--- config.mk ---
export PLATFORM = sky130hd
export DESIGN_NAME = arb_mux_n_flat
export DESIGN_NICKNAME = d
export VERILOG_FILES = /design/src/rtl/arb_mux_n_pkg.sv /design/src/rtl/arb_mux_n_if.sv /design/src/rtl/arb_mux_n_rr_arbiter.sv /design/src/rtl/arb_mux_n.sv /design/src/flat_wrapper.sv
export SDC_FILE = /design/constraint.sdc
export NUM_CORES = 1
export LEC_CHECK = 0
export CAP_MARGIN = 20
export CORE_MARGIN = 5
export CORE_UTILIZATION = 35
export DETAILED_ROUTE_END_ITERATION = 12
export PLACE_DENSITY = 0.78
export SETUP_SLACK_MARGIN = 0.3
export SLEW_MARGIN = 0
export SYNTH_ARGS = -nofsm -noshare
export SYNTH_HDL_FRONTEND = slang
export SYNTH_SLANG_ARGS = --single-unit
--- constraint.sdc ---
create_clock -name clk -period 2.5 [get_ports clk]
set_input_delay 0.375 -clock clk [delete_from_list [all_inputs] [get_ports clk]]
set_output_delay 0.375 -clock clk [all_outputs]
set_load 0.05 [all_outputs]
--- src/rtl/arb_mux_n_pkg.sv ---
// Shared constants and helpers for the arbitrated N:1 mux.
// The arbitration mode encoding and the select-width function live here so all files agree.
package arb_mux_n_pkg;

  localparam int ARB_FIXED = 0;
  localparam int ARB_RR    = 1;

  typedef enum logic {
    MODE_FIXED = 1'b0,
    MODE_RR    = 1'b1
  } arb_mode_e;

  // Index width for n channels, never below one bit so N=1 still has a select port.
  function automatic int sel_width(input int n);
    int w;
    w = 0;
    for (int v = n - 1; v > 0; v = v >> 1) begin
      w++;
    end
    return (w < 1) ? 1 : w;
  endfunction

endpackage

--- src/rtl/arb_mux_n_if.sv ---
// Producer/consumer bundle for arb_mux_n: N request channels in, one registered stream out.
// The slave modport is the mux's view; master is the view of whoever drives and consumes it.
interface arb_mux_n_if
  import arb_mux_n_pkg::*;
#(
  parameter int N     = 4,
  parameter int WIDTH = 32
);
  localparam int SELW = sel_width(N);

  logic [N-1:0]       in_valid;
  logic [N*WIDTH-1:0] in_data;
  logic [N-1:0]       in_ready;
  logic               out_valid;
  logic [WIDTH-1:0]   out_data;
  logic [SELW-1:0]    out_sel;
  logic               out_ready;

  modport slave (
    input  in_valid,
    input  in_data,
    output in_ready,
    output out_valid,
    output out_data,
    output out_sel,
    input  out_ready
  );

  modport master (
    output in_valid,
    output in_data,
    input  in_ready,
    input  out_valid,
    input  out_data,
    input  out_sel,
    output out_ready
  );
endinterface

--- src/rtl/arb_mux_n_rr_arbiter.sv ---
// Channel arbiter: fixed priority or round-robin grant, combinational from requests and pointer.
// Owns the round-robin pointer, which moves only when the granted word is actually taken.
module rr_arbiter
  import arb_mux_n_pkg::*;
#(
  parameter int N    = 4,
  parameter int MODE = ARB_RR,
  localparam int SELW = sel_width(N)
) (
  input  logic            clk,
  input  logic            rst_n,
  input  logic [N-1:0]    i_valid,
  input  logic            i_advance,
  output logic [N-1:0]    o_grant,
  output logic [SELW-1:0] o_grant_idx
);

  logic [SELW-1:0] r_ptr;
  logic [SELW-1:0] w_base;
  logic [SELW-1:0] w_idx;
  logic [SELW-1:0] w_cand;
  logic            w_found;

  function automatic logic [SELW-1:0] wrap_idx(input logic [SELW-1:0] b, input int k);
    int s;
    s = int'(b) + k;
    if (s >= N) s = s - N;
    return SELW'(s);
  endfunction

  assign w_base = (MODE == ARB_RR) ? r_ptr : '0;

  // Scan from the base upward with wrap; the first requester found wins.
  always_comb begin
    w_found = 1'b0;
    w_idx   = '0;
    w_cand  = '0;
    for (int k = 0; k < N; k++) begin
      w_cand = wrap_idx(w_base, k);
      if (!w_found && i_valid[w_cand]) begin
        w_found = 1'b1;
        w_idx   = w_cand;
      end
    end
  end

  generate
    for (genvar gi = 0; gi < N; gi++) begin : g_grant
      assign o_grant[gi] = w_found && (w_idx == SELW'(gi));
    end
  endgenerate

  assign o_grant_idx = w_idx;

  always_ff @(posedge clk or negedge rst_n) begin
    if (!rst_n) begin
      r_ptr <= '0;
    end else if (i_advance && (N > 1)) begin
      r_ptr <= (w_idx == SELW'(N - 1)) ? '0 : w_idx + 1'b1;
    end
  end

endmodule

--- src/rtl/arb_mux_n.sv ---
// N-input arbitrated mux with a registered valid/ready output stage.
// The output register refills on the same edge it drains, so throughput is one word per cycle.
module arb_mux_n
  import arb_mux_n_pkg::*;
#(
  parameter int N     = 4,
  parameter int WIDTH = 32,
  parameter int MODE  = ARB_RR,
  localparam int SELW = sel_width(N)
) (
  input  logic          clk,
  input  logic          rst_n,
  arb_mux_n_if.slave    bus
);

  logic [N-1:0]     w_grant;
  logic [SELW-1:0]  w_grant_idx;
  logic             w_load_en;
  logic             w_any;
  logic             w_transfer;
  logic [WIDTH-1:0] w_chan [N];
  logic [WIDTH-1:0] w_sel_data;

  logic             r_out_valid;
  logic [WIDTH-1:0] r_out_data;
  logic [SELW-1:0]  r_out_sel;

  generate
    for (genvar gi = 0; gi < N; gi++) begin : g_chan
      assign w_chan[gi] = bus.in_data[gi*WIDTH +: WIDTH];
    end
  endgenerate

  rr_arbiter #(
    .N    (N),
    .MODE (MODE)
  ) u_arb (
    .clk         (clk),
    .rst_n       (rst_n),
    .i_valid     (bus.in_valid),
    .i_advance   (w_transfer),
    .o_grant     (w_grant),
    .o_grant_idx (w_grant_idx)
  );

  assign w_load_en  = !r_out_valid || bus.out_ready;
  assign w_any      = |w_grant;
  assign w_transfer = w_any && w_load_en && rst_n;
  assign w_sel_data = w_chan[w_grant_idx];

  // out_ready reaches in_ready combinationally so a draining register can accept immediately.
  assign bus.in_ready = w_grant & {N{w_load_en && rst_n}};

  always_ff @(posedge clk or negedge rst_n) begin
    if (!rst_n) begin
      r_out_valid <= 1'b0;
      r_out_data  <= '0;
      r_out_sel   <= '0;
    end else if (w_load_en) begin
      if (w_any) begin
        r_out_valid <= 1'b1;
        r_out_data  <= w_sel_data;
        r_out_sel   <= w_grant_idx;
      end else begin
        r_out_valid <= 1'b0;
      end
    end
  end

  assign bus.out_valid = r_out_valid;
  assign bus.out_data  = r_out_data;
  assign bus.out_sel   = r_out_sel;

endmodule

--- src/flat_wrapper.sv ---
// flat-port wrapper written by rule: the top's interface ports become plain ports
module arb_mux_n_flat import arb_mux_n_pkg::*;
#(
  parameter int N     = 4,
  parameter int WIDTH = 32,
  parameter int MODE  = ARB_RR,
  localparam int SELW = sel_width(N)
)
  (clk, rst_n, bus_in_valid, bus_in_data, bus_in_ready, bus_out_valid, bus_out_data, bus_out_sel, bus_out_ready);
  arb_mux_n_if #(.N(N), .WIDTH(WIDTH)) bus_i ();
  input  logic clk;
  input  logic rst_n;
  input wire logic [$bits(bus_i.in_valid)-1:0] bus_in_valid;
  input wire logic [$bits(bus_i.in_data)-1:0] bus_in_data;
  output wire logic [$bits(bus_i.in_ready)-1:0] bus_in_ready;
  output wire logic [$bits(bus_i.out_valid)-1:0] bus_out_valid;
  output wire logic [$bits(bus_i.out_data)-1:0] bus_out_data;
  output wire logic [$bits(bus_i.out_sel)-1:0] bus_out_sel;
  input wire logic [$bits(bus_i.out_ready)-1:0] bus_out_ready;
  assign bus_i.in_valid = bus_in_valid;
  assign bus_i.in_data = bus_in_data;
  assign bus_in_ready = bus_i.in_ready;
  assign bus_out_valid = bus_i.out_valid;
  assign bus_out_data = bus_i.out_data;
  assign bus_out_sel = bus_i.out_sel;
  assign bus_i.out_ready = bus_out_ready;
  arb_mux_n #(.N(N), .WIDTH(WIDTH), .MODE(MODE)) u_core (.clk(clk), .rst_n(rst_n), .bus(bus_i));
endmodule
; After elaboration in Yosys (flattened, before gate mapping)
; Cells that the tools add are included.
[totals]
ff_bits = 37
in_bits = 135
out_inout_bits = 39
wordCells = 69
[op_classes]
addsub = 8
order_cmp = 9
n_eq_ne = 3
n_mux = 25
bitwise = 2
reduce_logical = 18
[ops]
columns = cell, n
row1 = 32-bit binary-select mux with 2-bit select, 1
row2 = 32-bit two-way mux, 2
row3 = 2-bit two-way mux, 9
row4 = 3-bit greater-or-equal comparator (second input constant), 4
row5 = 2-bit by 3-bit less-than comparator with 1-bit output (second input constant), 4
row6 = 1-bit logical AND, 10
row7 = 1-bit two-way mux, 9
row8 = 1-bit binary-select mux with 2-bit select, 4
row9 = 2-bit by 1-bit subtractor with 2-bit output (second input constant), 4
row10 = 2-bit by 2-bit adder with 3-bit output (second input constant), 2
row11 = 4-bit AND, 1
row12 = 2-bit equality test (second input constant), 2
row13 = 1-bit logical NOT, 4
row14 = 4-bit OR reduction, 1
row15 = 2-bit by 1-bit adder with 3-bit output (second input constant), 1
row16 = 2-bit by 3-bit greater-or-equal comparator with 1-bit output (second input constant), 1
row17 = 2-bit NOT with 3-bit output, 1
row18 = 2-bit by 1-bit adder with 2-bit output (second input constant), 1
row19 = 2-bit by 1-bit equality test with 1-bit output (second input constant), 1
row20 = 2-bit logical NOT, 1
row21 = 2-bit AND reduction, 1
row22 = 1-bit logical OR, 1

; Logic depth before layout (Yosys ltp)
[logic_depth]
ltp_word = 19
ltp_mapped = 8
mapped_depth_nobuf = 6

; Hierarchy
; A second synthesis with hierarchy kept.
[unflattened]
hier_cells = 156
hier_area_um2 = 2567.5
[by_module_without_submodules]
columns = mod, instances, cells_each, area_per_inst_um2, seq_area_each_um2
row1 = arb_mux_n, 1, 123, 2290.9, 875.8
row2 = rr_arbiter, 1, 33, 276.5, 50.0

; Worst setup path after synthesis
; Ideal clock, no wire load.
[synth_timing]
path_type = input port to output port
from = in bus_in_valid[0]
to = out bus_in_ready[1]
arrival_time_ps = 1781
t_required_ps = 2125
setup_slack_ps = 344
cell_stages = 8
path_buffers = 2
path_cell_list = nor2b_2 > nor2_1 > o221ai_2 > buf_6 > buf_12 > inv_1 > ha_1 > and3_1
[synth_via]
elab_chain_len = 15
word_cells_on_any_way = 25
classes_between = eq/ne: 1 / mux: 16 / bitwise: 1 / reduce/logical: 7
[synth_rtl]
columns = element, line_no
row1 = from (decl), flat_wrapper.sv:13  ; input wire logic [$bits(bus_i.in_valid)-1:0] bus_in_valid;
row2 = 1-bit binary-select mux with 2-bit select, arb_mux_n_rr_arbiter.sv:40  ; if (!w_found && i_valid[w_cand]) begin
row3 = 1-bit two-way mux (implied by the code), arb_mux_n_rr_arbiter.sv:40
row4 = 1-bit two-way mux, arb_mux_n_rr_arbiter.sv:40
row5 = 1-bit logical NOT, arb_mux_n_rr_arbiter.sv:40
row6 = 1-bit logical AND, arb_mux_n_rr_arbiter.sv:40
row7 = 1-bit two-way mux, arb_mux_n_rr_arbiter.sv:40
row8 = 1-bit logical NOT, arb_mux_n_rr_arbiter.sv:40
row9 = 1-bit logical AND, arb_mux_n_rr_arbiter.sv:40
row10 = 1-bit two-way mux, arb_mux_n_rr_arbiter.sv:40
row11 = 1-bit logical NOT, arb_mux_n_rr_arbiter.sv:40
row12 = 1-bit logical AND, arb_mux_n_rr_arbiter.sv:40
row13 = 2-bit two-way mux *, arb_mux_n_rr_arbiter.sv:40
row14 = net u_core.u_arb.o_grant_idx[0], arb_mux_n_rr_arbiter.sv:15  ; output logic [SELW-1:0] o_grant_idx
row15 = 2-bit by 1-bit equality test with 1-bit output *, arb_mux_n_rr_arbiter.sv:49  ; assign o_grant[gi] = w_found && (w_idx == SELW'(gi));
row16 = 1-bit logical AND *, arb_mux_n_rr_arbiter.sv:49
row17 = 4-bit AND *, arb_mux_n.sv:52  ; assign bus.in_ready = w_grant & {N{w_load_en && rst_n}};
row18 = to (decl), flat_wrapper.sv:15  ; output wire logic [$bits(bus_i.in_ready)-1:0] bus_in_ready;
; Mark *: on every way through the listed nets, which the timed path passes. The rest lies on a longest branch. The select of a mux whose other input is x is not followed.

; Final worst setup path
[layout_timing]
from = in bus_in_valid[2]
to = out bus_in_ready[1]
; Same word-level chain as after synthesis.

==> flow_summary.yaml <==
outcome:
  status: "finished clean"
place:
  port_buffers: 173
  dp_hpwl_um: 6483
  pre_cts_ws_ps: 25.17
  place_congestion: 0.7928
critical_path:
  crit_chain: "clkdlybuf4s15_1, nor2b_4, a21boi_2, o32a_4, clkinv_4, ha_1, and3_4, buf_8"
  reg2reg_depth: 8
  path_class: "input port to output port"
  crit_required_ps: 2120
  cp_max_fo: 4
  timing.reg2reg.setup_slack_ps: 570
  cpMaxStageDelayCell: "o32a_4"
  end_kind: "output port"
  cpPeakStageDelay_ps: 350
  cp.depth: 8
  r2r_start: "u_core.u_arb.r_ptr[0]"
  r2r-end: "u_core.bus.out_data[4]"
  cp.buffers_inverters: 3
  arrival_ps: 1760
  path_delay_family: "compound AO/OA/AOI/OAI gates"
  cp-start-kind: "input port"
synth:
  yosysSeqAreaShare_pct: 37.72
  synth_top_area_share_pct: 37.72
  synthTopCellsByArea: "dfrtp_1 38%, mux2i_1 26%, o221ai_1 10%"
  synthArstFlopShare_pct: 100.0
  ys_warn_count: 0
  ys_types: 28
  synth_ff_type: "dfrtp_1"
  synth_cells: 220
  synthesis.area_um2: 2455
  synth_nets: 359
  synth_enable_flop_cells: 0
  yosysMostFrequentCell: "mux2i_1"
  postSynthAreaPerCell_um2: 11.16
  synth_commonest_cells: "64 x mux2i_1, 39 x nand2_1, 37 x dfrtp_1"
  ys_seq_elements: 37
  yosys.area.top_type: "dfrtp_1"
detailed_routing:
  via_per_inst: 4.990
  postRouteAntennaNets: 0
  drc_errors: 0
  vias: 2450
  wl_um: 8396
  firstDrtPassIters: 5
  wl_per_cell_um: 17.10
  drt_iter0_markers: 46
sta:
  layout_setup_ws_ps: 364.1
  worstMarginPinSlew_ps: 537.1
  slew_headroom_pct: 64.08
  clock.fmax_ghz: 0.4682
  hold_violations: 0
  setup_viol: 0
  min_period_ps: 2136
  tns_ps: 0
  rsz0062_at_grt: "true"
  fin_skew_ps: 4.611
  fin_crit_sh_pct: 85.44
  slew_viol_final: 0
layout:
  antennaDiodeCount: 0
  final-seq-area_um2: 927.1
  syn_to_final_growth_pct: 79.10
  final_nets: 535
  multi_input_area_um2: 1373
  final_core_util_pct: 64.71
  drive_above_1_share_pct: 11.39
  fill_cells: 576
die:
  coreArea_um2: 6794
  die_y_um: 93.75
  chipWidth_um: 93.75
  pin_count: 174
  dieArea_um2: 8789
  num_rows: 30
  start_util_pct: 36.13
cts:
  cts.sinks: 37
  cts-root-buf: "clkbuf_8"
  cts_tree: "done"
  htree_num_levels: 2
  numCtsBuffers: 5
  clockBufferDepth: 2
  clk_pin_slew_worst_paths_ps: 70
  clock_latency_ps: 280
hold_path:
  min_from: "u_core.bus.out_data[7]"
  hp-class: "register to register"
  min_to: "u_core.bus.out_data[7]"
  min_path_cells: 2
power:
  power.total_mw: 4.270
  p_per_area_nw_per_um2: 971.1
  ir_drop_uv: 511.5
  cellLeakagePower_nw: 1.926
global_routing:
  grt_max_degree: 36
  grt_pass1_vias: 2672
  antenna_found_initial: 0
  overflow: 0
  grt.total_usage_pct: 18.95
  grt_pass1_wl_um: 13110
flow_run:
  maxCapViolCount: 0
## through the flow
| step | hold WS, ps | area [µm²] | instances |
|---|---|---|---|
| floorplan | 79.41 | 2455 | 220 |
| global placement | 274.3 | 4250 | 481 |
| detailed placement | 273.6 | 4250 | 481 |
| CTS | 456.2 | 4379 | 490 |
| global route | 509.6 | 4397 | 491 |
| finish | 491.1 | 4397 | 491 |
## metal layers
layer,up-vias,share of wire (%),GRT usage (%)
met5,-,0,0
met2,113,51,33.53
met4,0,2.8,7.702
met3,17,9.8,7.131
met1,1134,37,20.14
li1,1186,-,-
## state kept, by name (all words and copies together), names as in the netlist
name / flops
u_core.u_arb.r_ptr: 2
u_core.bus.out_data: 32
u_core.bus.out_valid: 1
u_core.bus.out_sel: 2
## kinds of logic after synthesis
kind of cell,count (synthesis),synth area share (%)
AND/OR/NAND/NOR,53,9.888
AO/OA/AOI/OAI,40,15.39
flip-flops,37,37.72
buffers and inverters,20,7.951
multiplexers,66,27.01
adder cells (fa/ha/maj),4,2.039
## area by class of cell
cell class / instances / share of cell area [%]
Clock inverter: 1 / 0.1138
Multi-Input combinational cell: 163 / 31.22
Sequential cell: 37 / 21.09
Clock buffer: 5 / 1.565
Timing Repair Buffer: 186 / 42.91
Tap cell: 96 / 2.732
Inverter: 3 / 0.3699
## where the power goes
group,total (mW),internal (mW),switching (mW),leakage (nW)
logic,2.86,1.18,1.68,1.44
registers,1.02,0.860,0.162,0.448
clock network,0.386,0.183,0.202,0.0399
total,4.27,2.23,2.04,1.93
## layout by cell type (no fill, tap or decap), types with 2 or more instances in the layout
cell type | Yosys | layout
nor2b_2 | 2 | 2
and3_4 | 0 | 2
mux2_2 | 2 | 2
clkdlybuf4s50_1 | 0 | 164
dfrtp_1 | 37 | 36
buf_4 | 1 | 9
and3_1 | 4 | 2
ha_1 | 4 | 4
nand2_1 | 39 | 39
mux2i_1 | 64 | 64
o221ai_1 | 29 | 29
dlygate4sd2_1 | 0 | 3
o221ai_2 | 4 | 3
nor2_1 | 3 | 2
buf_12 | 3 | 5
clkbuf_8 | 0 | 5
## timing repair
action	CTS	global route
setup buffers	2	1
hold endpoints to repair	8	0
resized for setup	15	3
hold buffers	1	0
pin swaps	3	1
setup endpoints to repair	4	4
## tightest hold or removal path, cell delays in order (launching register included)
cell and delay, ps:
dfrtp_1 340, nand2_1 50, o221ai_1 60
## worst max path at each step
stage / start / end / slack, ps
detailed placement: bus_in_valid[0] / bus_in_ready[1] / 30
global placement: bus_in_valid[0] / bus_in_ready[1] / 80
finish: bus_in_valid[2] / bus_in_ready[1] / 360
CTS: bus_in_valid[0] / bus_in_ready[1] / 320
global route: u_core.u_arb.r_ptr[0] / bus_in_ready[1] / 260
floorplan: bus_in_valid[0] / bus_in_ready[1] / 340
Note: power is estimated with default switching activity, not from simulation.
